===== src/rtl/gen1_scrambler_sched.sv =====
// Gen1/2 transmit scheduler ahead of the 32-bit lane scrambler: forwards packet words,
// fills gaps with logical idle and inserts SKP ordered sets at packet boundaries.
module gen1_scrambler_sched #(
  parameter int unsigned SKP_INTERVAL = 295,
  parameter int unsigned CNT_W        = 12
) (
  input  logic        clk_i,
  input  logic        rst_ni,
  input  logic        link_active_i,
  input  logic        scramble_disable_i,
  input  logic        up_valid_i,
  output logic        up_ready_o,
  input  logic [31:0] up_data_i,
  input  logic [3:0]  up_datak_i,
  input  logic        up_last_i,
  input  logic        up_ts_i,
  output logic        scr_valid_o,
  output logic [31:0] scr_data_o,
  output logic [3:0]  scr_datak_o,
  output logic [3:0]  scr_training_sequence_o,
  output logic [1:0]  scr_data_len_o,
  output logic        scr_scramble_enable_o,
  output logic        scr_lfsr_reset_o,
  output logic        skp_sent_o
);

  localparam logic [CNT_W-1:0] CNT_LAST = CNT_W'(SKP_INTERVAL - 1);
  localparam logic [31:0]      SKP_WORD = 32'h1C1C_1CBC;
  localparam logic [1:0]       LEN_FULL = 2'b10;

  typedef enum logic [1:0] {OFF, PASS, SKP_PEND, SKP_SEND} state_t;

  state_t           state, state_n;
  logic [CNT_W-1:0] cnt, cnt_n, cnt_inc;
  logic             in_packet, in_packet_n;
  logic             accept;

  logic        valid_n, scr_en_n, lfsr_reset_n, skp_sent_n;
  logic [31:0] data_n;
  logic [3:0]  datak_n, ts_n;
  logic [1:0]  len_n;

  assign up_ready_o = rst_ni & link_active_i
                    & ~((state == SKP_PEND) & ~in_packet)
                    & (state != SKP_SEND);
  assign accept  = up_valid_i & up_ready_o;
  assign cnt_inc = cnt + CNT_W'(1);

  // Next-state and next-output word selection
  always_comb begin
    state_n      = state;
    cnt_n        = cnt;
    in_packet_n  = in_packet;
    valid_n      = 1'b0;
    data_n       = 32'h0;
    datak_n      = 4'h0;
    ts_n         = 4'h0;
    len_n        = 2'b00;
    scr_en_n     = 1'b0;
    lfsr_reset_n = 1'b0;
    skp_sent_n   = 1'b0;

    if (!link_active_i) begin
      state_n     = OFF;
      cnt_n       = '0;
      in_packet_n = 1'b0;
    end else begin
      valid_n  = 1'b1;
      len_n    = LEN_FULL;
      scr_en_n = ~scramble_disable_i;
      if (accept) begin
        in_packet_n  = ~up_last_i;
        data_n       = up_data_i;
        datak_n      = up_datak_i;
        ts_n         = {4{up_ts_i}} | up_datak_i;
        lfsr_reset_n = up_datak_i[0] & (up_data_i[7:0] == 8'hBC);
      end

      case (state)
        OFF, PASS: begin
          cnt_n   = cnt_inc;
          state_n = PASS;
          // SKP goes out right away when no packet is open, else waits for its last word
          if (cnt_inc >= CNT_LAST) begin
            cnt_n   = CNT_LAST;
            state_n = in_packet_n ? SKP_PEND : SKP_SEND;
          end
        end
        SKP_PEND: begin
          state_n = in_packet_n ? SKP_PEND : SKP_SEND;
        end
        SKP_SEND: begin
          data_n       = SKP_WORD;
          datak_n      = 4'hF;
          ts_n         = 4'hF;
          lfsr_reset_n = 1'b1;
          skp_sent_n   = 1'b1;
          cnt_n        = '0;
          state_n      = PASS;
        end
        default: state_n = OFF;
      endcase
    end
  end

  always_ff @(posedge clk_i) begin
    if (!rst_ni) begin
      state                   <= OFF;
      cnt                     <= '0;
      in_packet               <= 1'b0;
      scr_valid_o             <= 1'b0;
      scr_data_o              <= 32'h0;
      scr_datak_o             <= 4'h0;
      scr_training_sequence_o <= 4'h0;
      scr_data_len_o          <= 2'b00;
      scr_scramble_enable_o   <= 1'b0;
      scr_lfsr_reset_o        <= 1'b0;
      skp_sent_o              <= 1'b0;
    end else begin
      state                   <= state_n;
      cnt                     <= cnt_n;
      in_packet               <= in_packet_n;
      scr_valid_o             <= valid_n;
      scr_data_o              <= data_n;
      scr_datak_o             <= datak_n;
      scr_training_sequence_o <= ts_n;
      scr_data_len_o          <= len_n;
      scr_scramble_enable_o   <= scr_en_n;
      scr_lfsr_reset_o        <= lfsr_reset_n;
      skp_sent_o              <= skp_sent_n;
    end
  end

endmodule


===== config.mk =====
export PLATFORM = sky130hd
export DESIGN_NAME = gen1_scrambler_sched
export DESIGN_NICKNAME = d
export VERILOG_FILES = /design/src/rtl/gen1_scrambler_sched.sv
export SDC_FILE = /design/constraint.sdc
export NUM_CORES = 1
export LEC_CHECK = 0
export ABC_AREA = 1
export CAP_MARGIN = 20
export CORE_UTILIZATION = 33
export DETAILED_ROUTE_END_ITERATION = 8
export PLACE_DENSITY = 0.74
export SYNTH_ARGS = -nofsm -noshare
export SYNTH_HDL_FRONTEND = slang
export SYNTH_SLANG_ARGS = --single-unit

===== constraint.sdc =====
create_clock -name clk_i -period 3.82 [get_ports clk_i]
set_input_delay 0.573 -clock clk_i [delete_from_list [all_inputs] [get_ports clk_i]]
set_output_delay 0.573 -clock clk_i [all_outputs]
set_load 0.03 [all_outputs]

* After elaboration in Yosys (flattened, before gate mapping)
Cells that the tools add are included.
** Word-level totals
- Bits of input ports :: 43
- Output and inout port bits :: 47
- Bits in registers :: 61
- Logic and storage cells :: 56
** Cells by class
- Order comparisons :: 1
- Reduce and logical (&&, ||, !) cells :: 5
- Add/sub/neg operators :: 1
- Bitwise logic cells :: 14
- Equality and inequality tests :: 5
- Muxes and demuxes :: 18
** Operators with widths (number)
- $mux W29 :: 2
- $pmux W12 S2 :: 1
- $mux W4 :: 4
- $add A12 B1 Y12 const B :: 1
- $ge A12 B9 Y1 const B :: 1
- $mux W12 :: 1
- $eq A8 B8 Y1 const B :: 1
- $mux W1 :: 7
- $not A1 Y1 :: 7
- $and A1 B1 Y1 :: 6
- $pmux W2 S3 :: 1
- $eq A2 B2 Y1 const B :: 2
- $mux W2 :: 2
- $or A4 B4 Y4 :: 1
- $reduce_or A4 Y1 :: 1
- $eq A2 B1 Y1 const B :: 1
- $logic_not A2 Y1 :: 1
- $ne A2 B2 Y1 const B :: 1
- $reduce_and A2 Y1 :: 1
- $reduce_bool A2 Y1 :: 1
- $reduce_or A2 Y1 :: 1

* Longest topological paths before layout
Gate-level depths: netlist of the first run.
- Depth in word-level cells :: 11
- Depth in mapped cells :: 13
- Gate-level depth less buffers :: 13

* Least setup slack after synthesis of the first run
Ideal clock, no wire load.
- Path type :: input to register
- Start point :: in rst_ni
- End point :: reg scr_data_o[18]
- Path buffers :: 1
- Stages :: 7
- Data arrival time :: 1967 ps
- Required time :: 3759 ps
- Slack :: 1791 ps
- Library setup time :: 61 ps
- Path through :: nand2_1 -> a211oi_2 -> nand2_1 -> inv_2 -> buf_2 -> nand2_1 -> nand2_1
** On the way
- Cells in the longest elaborated chain, start to end :: 6
- Elaborated cells on any way between the ends :: 7
- Classes of those cells :: mux (2); bitwise (4); reduce/logical (1)
** RTL lines
- start, declared :: RTL line 8 : input logic rst_ni,
- $and A1 B1 Y1 :: RTL line 43 : assign up_ready_o = rst_ni & link_active_i
- $and A1 B1 Y1 :: RTL line 44 : & ~((state == SKP_PEND) & ~in_packet)
- $and A1 B1 Y1 :: RTL line 45 : & (state != SKP_SEND);
- named net up_ready_o :: RTL line 12 : output logic up_ready_o,
- $and A1 B1 Y1 :: RTL line 46 : assign accept = up_valid_i & up_ready_o;
- $mux W29 :: RTL line 71 : if (accept) begin
- $mux W29 :: RTL line 79 : case (state)
- end signal, assigned :: RTL line 124 : scr_data_o <= data_n;
- end, declared :: RTL line 18 : output logic [31:0] scr_data_o,
The timed path passes the listed nets, and every way through them passes these cells.
A chain may end at the register's enable or synchronous reset.

* Worst setup path in the final report of the first run
- Start point :: in rst_ni
- End point :: out up_ready_o
** On the way
- Cells in the longest elaborated chain, start to end :: 3
** RTL lines (RTL line)
- $and A1 B1 Y1 :: 43
- $and A1 B1 Y1 :: 44
- $and A1 B1 Y1 :: 45
- end, declared :: 12
No other way between the ends.

==> results of run 1 <==
-- per-layer routing --
metal / GRT usage, % / vias up / share of wire [%]
met4: 8.15 / 0 / 2.3
met1: 17.0 / 917 / 41
met2: 25.1 / 71 / 46
met5: 0 / - / 0
met3: 8.26 / 11 / 11
li1: - / 1067 / -
-- cell type report --
| class | instances | area, um2 | area share (%) |
|---|---|---|---|
| Inverter | 46 | 173 | 5.07 |
| Multi-Input combinational cell | 176 | 841 | 24.7 |
| Timing Repair Buffer | 89 | 888 | 26.1 |
| Clock inverter | 6 | 88.8 | 2.61 |
| Clock buffer | 10 | 138 | 4.04 |
| Sequential cell | 59 | 1180 | 34.7 |
| Tap cell | 77 | 96.3 | 2.83 |
-- critical path, stage by stage --
cell             delay [ps]
clkdlybuf4s50_1         450
nand2_1                 100
a211oi_2                290
clkdlybuf4s50_1         720
-- flip-flops by register name, summed over array words and instances, names as in the netlist --
signal,cells
scr_data_o,32
cnt,12
scr_datak_o,4
scr_training_sequence_o,4
state,2
in_packet,1
scr_data_len_o,1
scr_lfsr_reset_o,1
scr_scramble_enable_o,1
skp_sent_o,1
-- per-stage QoR --
stage / cell area, um2 / utilization (%) / setup slack [ps] / hold WS [ps] / total power, uW
floorplan: 2230 / - / 1790 / 438 / 705
CTS: 3410 / 52.7 / 1090 / 470 / 1410
detailed placement: 3180 / 49.2 / 1040 / 461 / 783
finish: 3410 / 52.7 / 1100 / 466 / 1400
global placement: 3180 / 49.2 / 1060 / 457 / 782
global route: 3410 / 52.7 / 1070 / 492 / 1450
-- power groups by stage --
stage | registers (uW) | logic (uW) | clock network (uW)
after floorplan | 675 | 30.0 | 0
after global placement | 649 | 132 | 0
after detailed placement | 649 | 133 | 0
after CTS | 636 | 134 | 645
after global routing | 636 | 143 | 672
final | 635 | 133 | 631
-- logic make-up after synthesis --
| family | count (synthesis) | share of synthesized area, % |
|---|---|---|
| other cells | 1 | 0.168 |
| simple gates | 154 | 30.6 |
| compound gates | 18 | 4.99 |
| xor+xnor | 1 | 0.728 |
| fa+ha+maj | 2 | 1.12 |
| flops | 59 | 52.9 |
| buf+inv | 54 | 9.47 |
-- cells in the mapped netlist --
| library cell | number | area (um2) |
|---|---|---|
| nand2_4 | 1 | 11.3 |
| nor2_1 | 36 | 135 |
| nand3_2 | 1 | 10.0 |
| nand4_1 | 11 | 68.8 |
| clkinv_1 | 1 | 3.75 |
| dfxtp_1 | 59 | 1180 |
| nor2_4 | 3 | 33.8 |
| nand2_2 | 4 | 25.0 |
| nor2_2 | 2 | 12.5 |
| xor2_2 | 1 | 16.3 |
| o21ai_0 | 7 | 35.0 |
| clkbuf_1 | 5 | 18.8 |
| a21oi_1 | 6 | 30.0 |
| nand3_1 | 12 | 60.1 |
| buf_4 | 2 | 15.0 |
| nand3b_1 | 2 | 15.0 |
| nand2_1 | 78 | 293 |
| o21a_1 | 1 | 7.51 |
| inv_1 | 44 | 165 |
| a211oi_2 | 1 | 12.5 |
| a21oi_2 | 3 | 26.3 |
| buf_2 | 1 | 5.00 |
| inv_2 | 1 | 3.75 |
| conb_1 | 1 | 3.75 |
| nor3_1 | 4 | 20.0 |
| ha_1 | 2 | 25.0 |
-- how the worst min path moves through the flow --
stage | from | to | slack [ps] | cells after the start
finish | cnt[11] | cnt[11] | 470 | 2
global route | cnt[11] | cnt[11] | 490 | 2
CTS | cnt[11] | cnt[11] | 470 | 2
detailed placement | cnt[11] | cnt[11] | 460 | 2
global placement | cnt[11] | cnt[11] | 460 | 2
floorplan | cnt[11] | cnt[11] | 440 | 2
==> reports/results.tsv, run 1 <==
stage	metric	value	unit
outcome	status	finished, violations left	
outcome	failing checks	DRC	
worst_setup_path	Reg-to-Reg Start	state[1]	
floorplan	die height	84.3	um
worst_setup_path	reg2reg setup slack	1770	ps
worst_setup_path	Crit. End Element	primary output	
detailed_routing	antenna-violating nets left	0	
power	Clock power frac	45.1	%
sta	Worst Tran Pin Value	796	ps
floorplan	initial core utilization	34.6	%
clock_tree	worst skew pair latency	330	ps
sta	Hold Vio Cnt, Final	0	
detailed_routing	routed len/inst	11.5	um
worst_setup_path	CP Capture Point	up_ready_o	
layout	area grow syn2layout	52.5	%
sta	Setup-failing EPs final	0	
floorplan	core box area	6460	um2
placement	routability congestion estimate	0.767	
detailed_routing	vias per inst	4.46	
global_routing	initial antenna violation count	0	
sta	Slew headroom	46.8	%
hold_path	HP Class	reg -> reg	
power	Switching Fraction	22.6	%
clock_tree	CTS Buffer Depth	2	
worst_setup_path	Crit Path Class	in -> out	
clock_tree	Post-CTS Setup Repair Bufs	0	
synth	cell count after synthesis	289	
layout	# nets final	426	
synth	Synth Cell Area	2230	um2
clock_tree	CTS root buf	clkbuf_8	
clock_tree	Worst-path clk slew	70	ps
detailed_routing	Via Count	2066	
power	NetSw	316	uW
layout	ANT cells	0	
sta	setup TNS	0	ps
detailed_routing	Initial DRC Count	126	
synth	Cell variety after synth	26	
worst_setup_path	crit path launch type	input pin	
global_routing	first-pass GRT wire length	8.64	mm
power	P_int	1080	uW
worst_setup_path	RR Endpoint	scr_lfsr_reset_o	
clock_tree	# clock sinks	59	
synth	Synthesis Warnings	0	
worst_setup_path	CP startpoint	rst_ni	
global_routing	vias in the first global route	1938	
global_routing	GR Overflow Total	0	
sta	Slew Limit Fails	0	
synth	Seq cells post-synth	59	
synth	Syn Area/Cell	7.73	um2
worst_setup_path	Arr. time, crit path	2150	ps
layout	ratio of cells with drive above 1 in the final layout	8.81	%
sta	RSZ-0062 raised after global routing	no	
sta	Min Clock Period, post-route	2720	ps
floorplan	I/O pin count	90	
global_routing	GRT Resource Usage Total	15.7	%
power	pwr/cell area	411	nW/um2
layout	Finished Layout Cells	463	
power	leakage power	0.00157	uW
clock_tree	hold buffers post-CTS	0	
sta	FMAX	368	MHz
worst_setup_path	R2R depth	7	
sta	Worst Clk Skew	4.40	ps
detailed_routing	DRC errors left	2	
clock_tree	CTS tree	done	
placement	port buffer count	88	
floorplan	row cnt	29	
power	Worst VDD drop	0.289	mV
synth	register area share after synthesis	52.9	%
floorplan	die area	7100	um2
worst_setup_path	CP Data Required Time	3250	ps
synth	syn_nets	334	
power	Logic pwr share	9.5	%
layout	Layout fillers	607	
clock_tree	Max H-tree Level	3	
clock_tree	Gates resized, CTS repair	0	
detailed_routing	first drt pass iteration count	6	
run	Max-Cap Viols	0	
global_routing	pin count of the biggest net entering global routing	26	
power	Seq pwr share	45.4	%
detailed_routing	final WL	5.32	mm
clock_tree	Inserted Clock Buffers	9	
floorplan	Die Width	84.3	um
layout	commonest non-fill, non-tap cell in the layout	clkdlybuf4s50_1	
sta	period utilization	71.2	%
placement	post-DP HPWL	3.96	mm
layout	most frequent cells in the layout	88 x clkdlybuf4s50_1, 78 x nand2_1, 59 x dfxtp_1, 44 x inv_1, 36 x nor2_1	
placement	# placed instances	447	
worst_setup_path	CP Max Fanout	2	
Note: power is estimated with default switching activity, not from simulation.
==> run 2: changes to the inputs <==
Clock period 3.82 ns to 2.8 ns, I/O delays scaled along.
==> run 2 against run 1 <==
  * The run still ends with DRC left
  * Cell count is 0.22% higher
  * Non-clock buffer count is 1 higher
  * Global-route usage is 0.69 points higher
  * Hold slack better by 16 ps
  * Clock skew is 5.5 ps higher
  * Design area is 0.73% lower
  * Sequential cell count stayed put
==> reports/results.tsv, run 2 (same netlist as run 1, synthesis figures left out) <==
stage	metric	value	unit	change
clock_tree	Post-CTS Setup Repair Bufs	0		unchanged
detailed_routing	routed len/inst	11.7	um	+1.5%
sta	Worst Clk Skew	9.90	ps	+5.50 ps
power	P_int	1380	uW	+28%
global_routing	GRT Resource Usage Total	16.4	%	+0.69 points
clock_tree	# clock sinks	59		unchanged
clock_tree	worst skew pair latency	330	ps	about the same
floorplan	Die Width	84.3	um	unchanged
detailed_routing	Via Count	2016		-2.4%
sta	Worst Tran Pin Value	646	ps	-150 ps
sta	fin worst setup slack	380	ps	-719 ps
sta	setup TNS	0	ps	unchanged
power	Switching Fraction	23.0	%	+0.44 points
clock_tree	hold buffers post-CTS	0		unchanged
clock_tree	Max H-tree Level	3		unchanged
placement	post-DP HPWL	3.94	mm	-0.53%
power	Worst VDD drop	0.391	mV	+35%
clock_tree	Inserted Clock Buffers	9		unchanged
sta	Hold Vio Cnt, Final	0		unchanged
power	NetSw	414	uW	+31%
layout	fin util	52.3	%	-0.39 points
worst_setup_path	CP Max Fanout	2		unchanged
global_routing	GR Overflow Total	0		unchanged
placement	Setup WS pre-CTS	378	ps	-660 ps
floorplan	die height	84.3	um	unchanged
placement	routability congestion estimate	0.765		-0.31%
outcome	status	finished, violations left		
worst_setup_path	CP Data Required Time	2380	ps	-870 ps
layout	most frequent cells in the layout	88 x clkdlybuf4s50_1, 78 x nand2_1, 59 x dfxtp_1, 44 x inv_1, 36 x nor2_1		
run	Max-Cap Viols	0		unchanged
clock_tree	Worst-path clk slew	70	ps	about the same
clock_tree	Gates resized, CTS repair	0		unchanged
floorplan	I/O pin count	90		unchanged
worst_setup_path	Crit. End Element	primary output		
clock_tree	CTS Buffer Depth	2		unchanged
floorplan	initial core utilization	34.6	%	unchanged
sta	Fin Hold WS	482	ps	+16.4 ps
power	Seq pwr share	48.2	%	+2.8 points
detailed_routing	final WL	5.41	mm	+1.7%
power	leakage power	0.00156	uW	-0.32%
outcome	failing checks	DRC		
placement	port buffer count	88		unchanged
layout	area grow syn2layout	51.4	%	
sta	RSZ-0062 raised after global routing	no		
power	pwr/cell area	532	nW/um2	+29%
layout	# nets final	427		+0.23%
floorplan	die area	7100	um2	unchanged
global_routing	first-pass GRT wire length	8.98	mm	+3.9%
layout	most flop-heavy register	scr_data_o		
worst_setup_path	Arr. time, crit path	2000	ps	-150 ps
clock_tree	CTS root buf	clkbuf_8		
sta	Slew Limit Fails	0		unchanged
sta	Slew headroom	56.8	%	+10 points
global_routing	pin count of the biggest net entering global routing	24		-7.7%
floorplan	core box area	6460	um2	unchanged
layout	ratio of cells with drive above 1 in the final layout	8.79	%	-0.023 points
worst_setup_path	Crit Path Class	in -> out		
global_routing	vias in the first global route	1939		+0.052%
sta	FMAX	413	MHz	
floorplan	row cnt	29		unchanged
sta	Min Clock Period, post-route	2420	ps	
detailed_routing	Initial DRC Count	127		+0.79%
detailed_routing	DRC errors left	2		unchanged
layout	biggest regs	scr_data_o: 32 flops, cnt: 12 flops		
layout	ANT cells	0		unchanged
worst_setup_path	reg2reg setup slack	910	ps	-860 ps
detailed_routing	first drt pass iteration count	6		unchanged
power	Clock power frac	41.7	%	-3.4 points
layout	max FFs per register	32		unchanged
power	Logic pwr share	10.1	%	+0.6 points
layout	commonest non-fill, non-tap cell in the layout	clkdlybuf4s50_1		
sta	period utilization	86.4	%	
clock_tree	CTS tree	done		
worst_setup_path	crit path launch type	input pin		
hold_path	HP Class	reg -> reg		
global_routing	initial antenna violation count	0		unchanged
sta	Setup-failing EPs final	0		unchanged
detailed_routing	vias per inst	4.34		-2.6%
detailed_routing	antenna-violating nets left	0		unchanged
power	total power	1800	uW	+29%
[run 2: metrics by stage]
stage                     area, um2  cells
final                          3380    464
after global placement         3190    448
after CTS                      3380    464
after detailed placement       3190    448
after floorplan                2230    289
after global routing           3380    464
[run 2: path summary, 6_finish.rpt]
kind,endpoint,depth (start not counted),startpoint
max,up_ready_o,4,rst_ni
min,cnt[11],2,cnt[11]
max reg2reg,state[0],11,cnt[0]
min reg2reg,cnt[11],2,cnt[11]
[run 2: power groups by stage]
stage | logic [uW] | clock network, uW | registers (uW)
final | 182 | 750 | 868
after global routing | 196 | 816 | 869
after CTS | 184 | 765 | 868
after detailed placement | 182 | 0 | 886
after global placement | 181 | 0 | 886
after floorplan | 40.9 | 0 | 921
[run 2: cell type report]
cell class | instances | area [um2]
clock buffer | 11 | 141
clock inverter | 5 | 52.6
fill | 608 | 3080
inverter | 46 | 173
multi-input combinational | 176 | 841
sequential | 59 | 1180
tap | 77 | 96.3
timing repair buffer | 90 | 896
[run 2: metal layers]
metal | part of all wire [%] | track usage (%)
met5 | 0 | 0
met4 | 1.6 | 7.68
met2 | 46 | 26.2
met3 | 11 | 9.34
met1 | 41 | 17.6
[run 2: worst max-delay path, stage by stage]
cell and delay [ps]:
clkdlybuf4s50_1 450, nand2_1 100, a211oi_2 290, clkdlybuf4s50_1 730
==> run 3: changes to the inputs <==
Settings changed: PLACE_DENSITY 0.74 to 0.65.
==> run 3 against run 2 <==
  * The run now ends clean
  * Combinational power barely moved
  * Clock skew fell by 5.3 ps
  * Largest cell class unchanged
  * Highest routed layer unchanged
  * Sequential share of layout area fell by 0.14 points
  * Hold slack got worse by 26 ps
  * Design area rose by 0.41%
==> reports/results.tsv, run 3 (same netlist as run 1, synthesis figures left out) <==
stage	metric	value	unit	change
power	NetSw	402	uW	-2.9%
power	pwr/cell area	539	nW/um2	+1.3%
placement	port buffer count	88		unchanged
power	Worst VDD drop	0.452	mV	+15%
layout	area grow syn2layout	52.0	%	
worst_setup_path	R2R depth	11		unchanged
sta	Slew headroom	54.1	%	-2.7 points
hold_path	WHS Endpoint	cnt[11]		
floorplan	die area	7100	um2	unchanged
worst_setup_path	Crit path max-delay family	buffers and inverters		
outcome	status	complete, no violations		
hold_path	HP Class	reg -> reg		
detailed_routing	antenna-violating nets left	0		unchanged
worst_setup_path	CP Max Fanout	2		unchanged
global_routing	first-pass GRT wire length	9.21	mm	+2.6%
worst_setup_path	Crit. End Element	primary output		
floorplan	die height	84.3	um	unchanged
sta	RSZ-0062 raised after global routing	no		
layout	biggest regs	scr_data_o: 32 flops, cnt: 12 flops		
sta	Slew Limit Fails	0		unchanged
worst_setup_path	RR Endpoint	state[0]		
global_routing	GRT Resource Usage Total	16.5	%	+0.066 points
clock_tree	CTS root buf	clkbuf_8		
power	Clock power frac	42.7	%	+1.0 points
layout	area of the multi-input gates	841	um2	unchanged
global_routing	initial antenna violation count	0		unchanged
worst_setup_path	Buf/Inv on CP	2		unchanged
power	P_int	1430	uW	+3.1%
clock_tree	worst skew pair latency	320	ps	about the same
sta	FMAX	422	MHz	+2.2%
floorplan	I/O pin count	90		unchanged
layout	ratio of cells with drive above 1 in the final layout	8.81	%	+0.023 points
layout	most flop-heavy register	scr_data_o		
placement	post-DP HPWL	4.01	mm	+1.8%
layout	most frequent cells in the layout	88 x clkdlybuf4s50_1, 78 x nand2_1, 59 x dfxtp_1, 44 x inv_1, 36 x nor2_1		
clock_tree	Worst-path clk slew	60	ps	about the same
worst_setup_path	Critical-path top delay cell	clkdlybuf4s50_1		
worst_setup_path	Reg-to-Reg Start	cnt[0]		
layout	ANT cells	0		unchanged
layout	Layout fillers	606		-0.33%
clock_tree	CTS Buffer Depth	2		unchanged
sta	Worst Tran Pin Value	687	ps	+40.3 ps
global_routing	pin count of the biggest net entering global routing	24		unchanged
power	Logic pwr share	9.9	%	-0.2 points
placement	Setup WS pre-CTS	431	ps	+52.7 ps
layout	max FFs per register	32		unchanged
power	Seq pwr share	47.4	%	-0.8 points
clock_tree	CTS tree	done		
worst_setup_path	Stages on worst setup path	4		unchanged
run	Max-Cap Viols	0		unchanged
detailed_routing	Via Count	2058		+2.1%
power	total power	1830	uW	+1.7%
worst_setup_path	CP Data Required Time	2380	ps	about the same
worst_setup_path	Arr. time, crit path	1950	ps	-50 ps
placement	routability congestion estimate	0.777		+1.5%
detailed_routing	final WL	5.47	mm	+1.2%
worst_setup_path	reg2reg setup slack	910	ps	about the same
layout	# nets final	428		+0.23%
placement	# placed instances	449		+0.22%
clock_tree	Max H-tree Level	3		unchanged
sta	fin worst setup slack	433	ps	+52.5 ps
sta	Min Clock Period, post-route	2370	ps	-52.5 ps
global_routing	GR Overflow Total	0		unchanged
hold_path	Worst Min Path Start	cnt[11]		
hold_path	Hold Path Cell Cnt	2		unchanged
sta	period utilization	84.5	%	-1.9 points
detailed_routing	Initial DRC Count	91		-28%
sta	Setup-failing EPs final	0		unchanged
power	Switching Fraction	22.0	%	-1.0 points
worst_setup_path	cell repeated most along the worst path	clkdlybuf4s50_1		
worst_setup_path	slowest cell delay on critical path	740	ps	about the same
clock_tree	# clock sinks	59		unchanged
layout	FF/Latch Area	1180	um2	unchanged
detailed_routing	first drt pass iteration count	4		-2
power	leakage power	0.00157	uW	+0.60%
worst_setup_path	worst-path cell chain	clkdlybuf4s50_1 > nand2_1 > a211oi_2 > clkdlybuf4s50_1		
layout	Finished Layout Cells	463		-0.22%
sta	setup TNS	0	ps	unchanged
global_routing	vias in the first global route	2071		+6.8%
clock_tree	hold buffers post-CTS	0		unchanged
floorplan	row cnt	29		unchanged
detailed_routing	vias per inst	4.44		+2.3%
clock_tree	Gates resized, CTS repair	0		unchanged
clock_tree	Post-CTS Setup Repair Bufs	0		unchanged
worst_setup_path	crit path launch type	input pin		
worst_setup_path	Crit Path Class	in -> out		
layout	commonest non-fill, non-tap cell in the layout	clkdlybuf4s50_1		
floorplan	initial core utilization	34.6	%	unchanged
clock_tree	Inserted Clock Buffers	9		unchanged
floorplan	core box area	6460	um2	unchanged
detailed_routing	routed len/inst	11.8	um	+1.4%
sta	Hold Vio Cnt, Final	0		unchanged
sta	Worst Clk Skew	4.62	ps	-5.29 ps
detailed_routing	DRC errors left	0		-2
floorplan	Die Width	84.3	um	unchanged
==> run 3: worst max path at each step <==
| stage | slack, ps | endpoint | startpoint |
|---|---|---|---|
| floorplan | 920 | scr_data_o[18] | rst_ni |
| detailed placement | 430 | up_ready_o | rst_ni |
| global route | 340 | up_ready_o | link_active_i |
| CTS | 420 | up_ready_o | link_active_i |
| finish | 430 | up_ready_o | link_active_i |
| global placement | 420 | up_ready_o | rst_ni |
==> run 3: stage by stage <==
stage | hold slack [ps] | area (um2) | util (%)
2_1_floorplan | 438 | 2230 | -
3_3_place_gp | 448 | 3190 | 49.5
3_5_place_dp | 450 | 3190 | 49.5
4_1_cts | 460 | 3390 | 52.6
5_1_grt | 492 | 3390 | 52.6
6_report | 456 | 3390 | 52.6
==> run 3: power by group through the flow <==
| stage | Clock (uW) | Sequential, uW | Combinational, uW |
|---|---|---|---|
| finish | 781 | 867 | 181 |
| detailed placement | 0 | 886 | 182 |
| global placement | 0 | 885 | 182 |
| floorplan | 0 | 921 | 40.9 |
| global route | 843 | 869 | 197 |
| CTS | 809 | 867 | 183 |
==> run 3: per-layer routing <==
layer | vias to the layer above | part of all wire (%) | global-route usage, %
li1 | 1069 | - | -
met1 | 923 | 42 | 18.1
met2 | 62 | 47 | 26.9
met3 | 4 | 11 | 9.34
met4 | 0 | 0.79 | 5.64
met5 | - | 0 | 0
==> run 3: layout make-up <==
cell class	instances	share of cell area [%]
Clock buffer	12	4.87
Clock inverter	2	1.03
Tap cell	77	2.84
Sequential cell	59	34.8
Timing Repair Buffer	91	26.6
Inverter	46	5.09
Multi-Input combinational cell	176	24.8
==> run 3: worst register-to-register path, stage by stage (launching register included) <==
cell and delay [ps]:
dfxtp_1 490, ha_1 260, nand2_2 120, nor2_4 150
nand2_2 90, nor2_4 110, xor2_2 210, nand2_4 120
nand3_2 100, nand3_1 80, nand2_1 60, inv_1 30
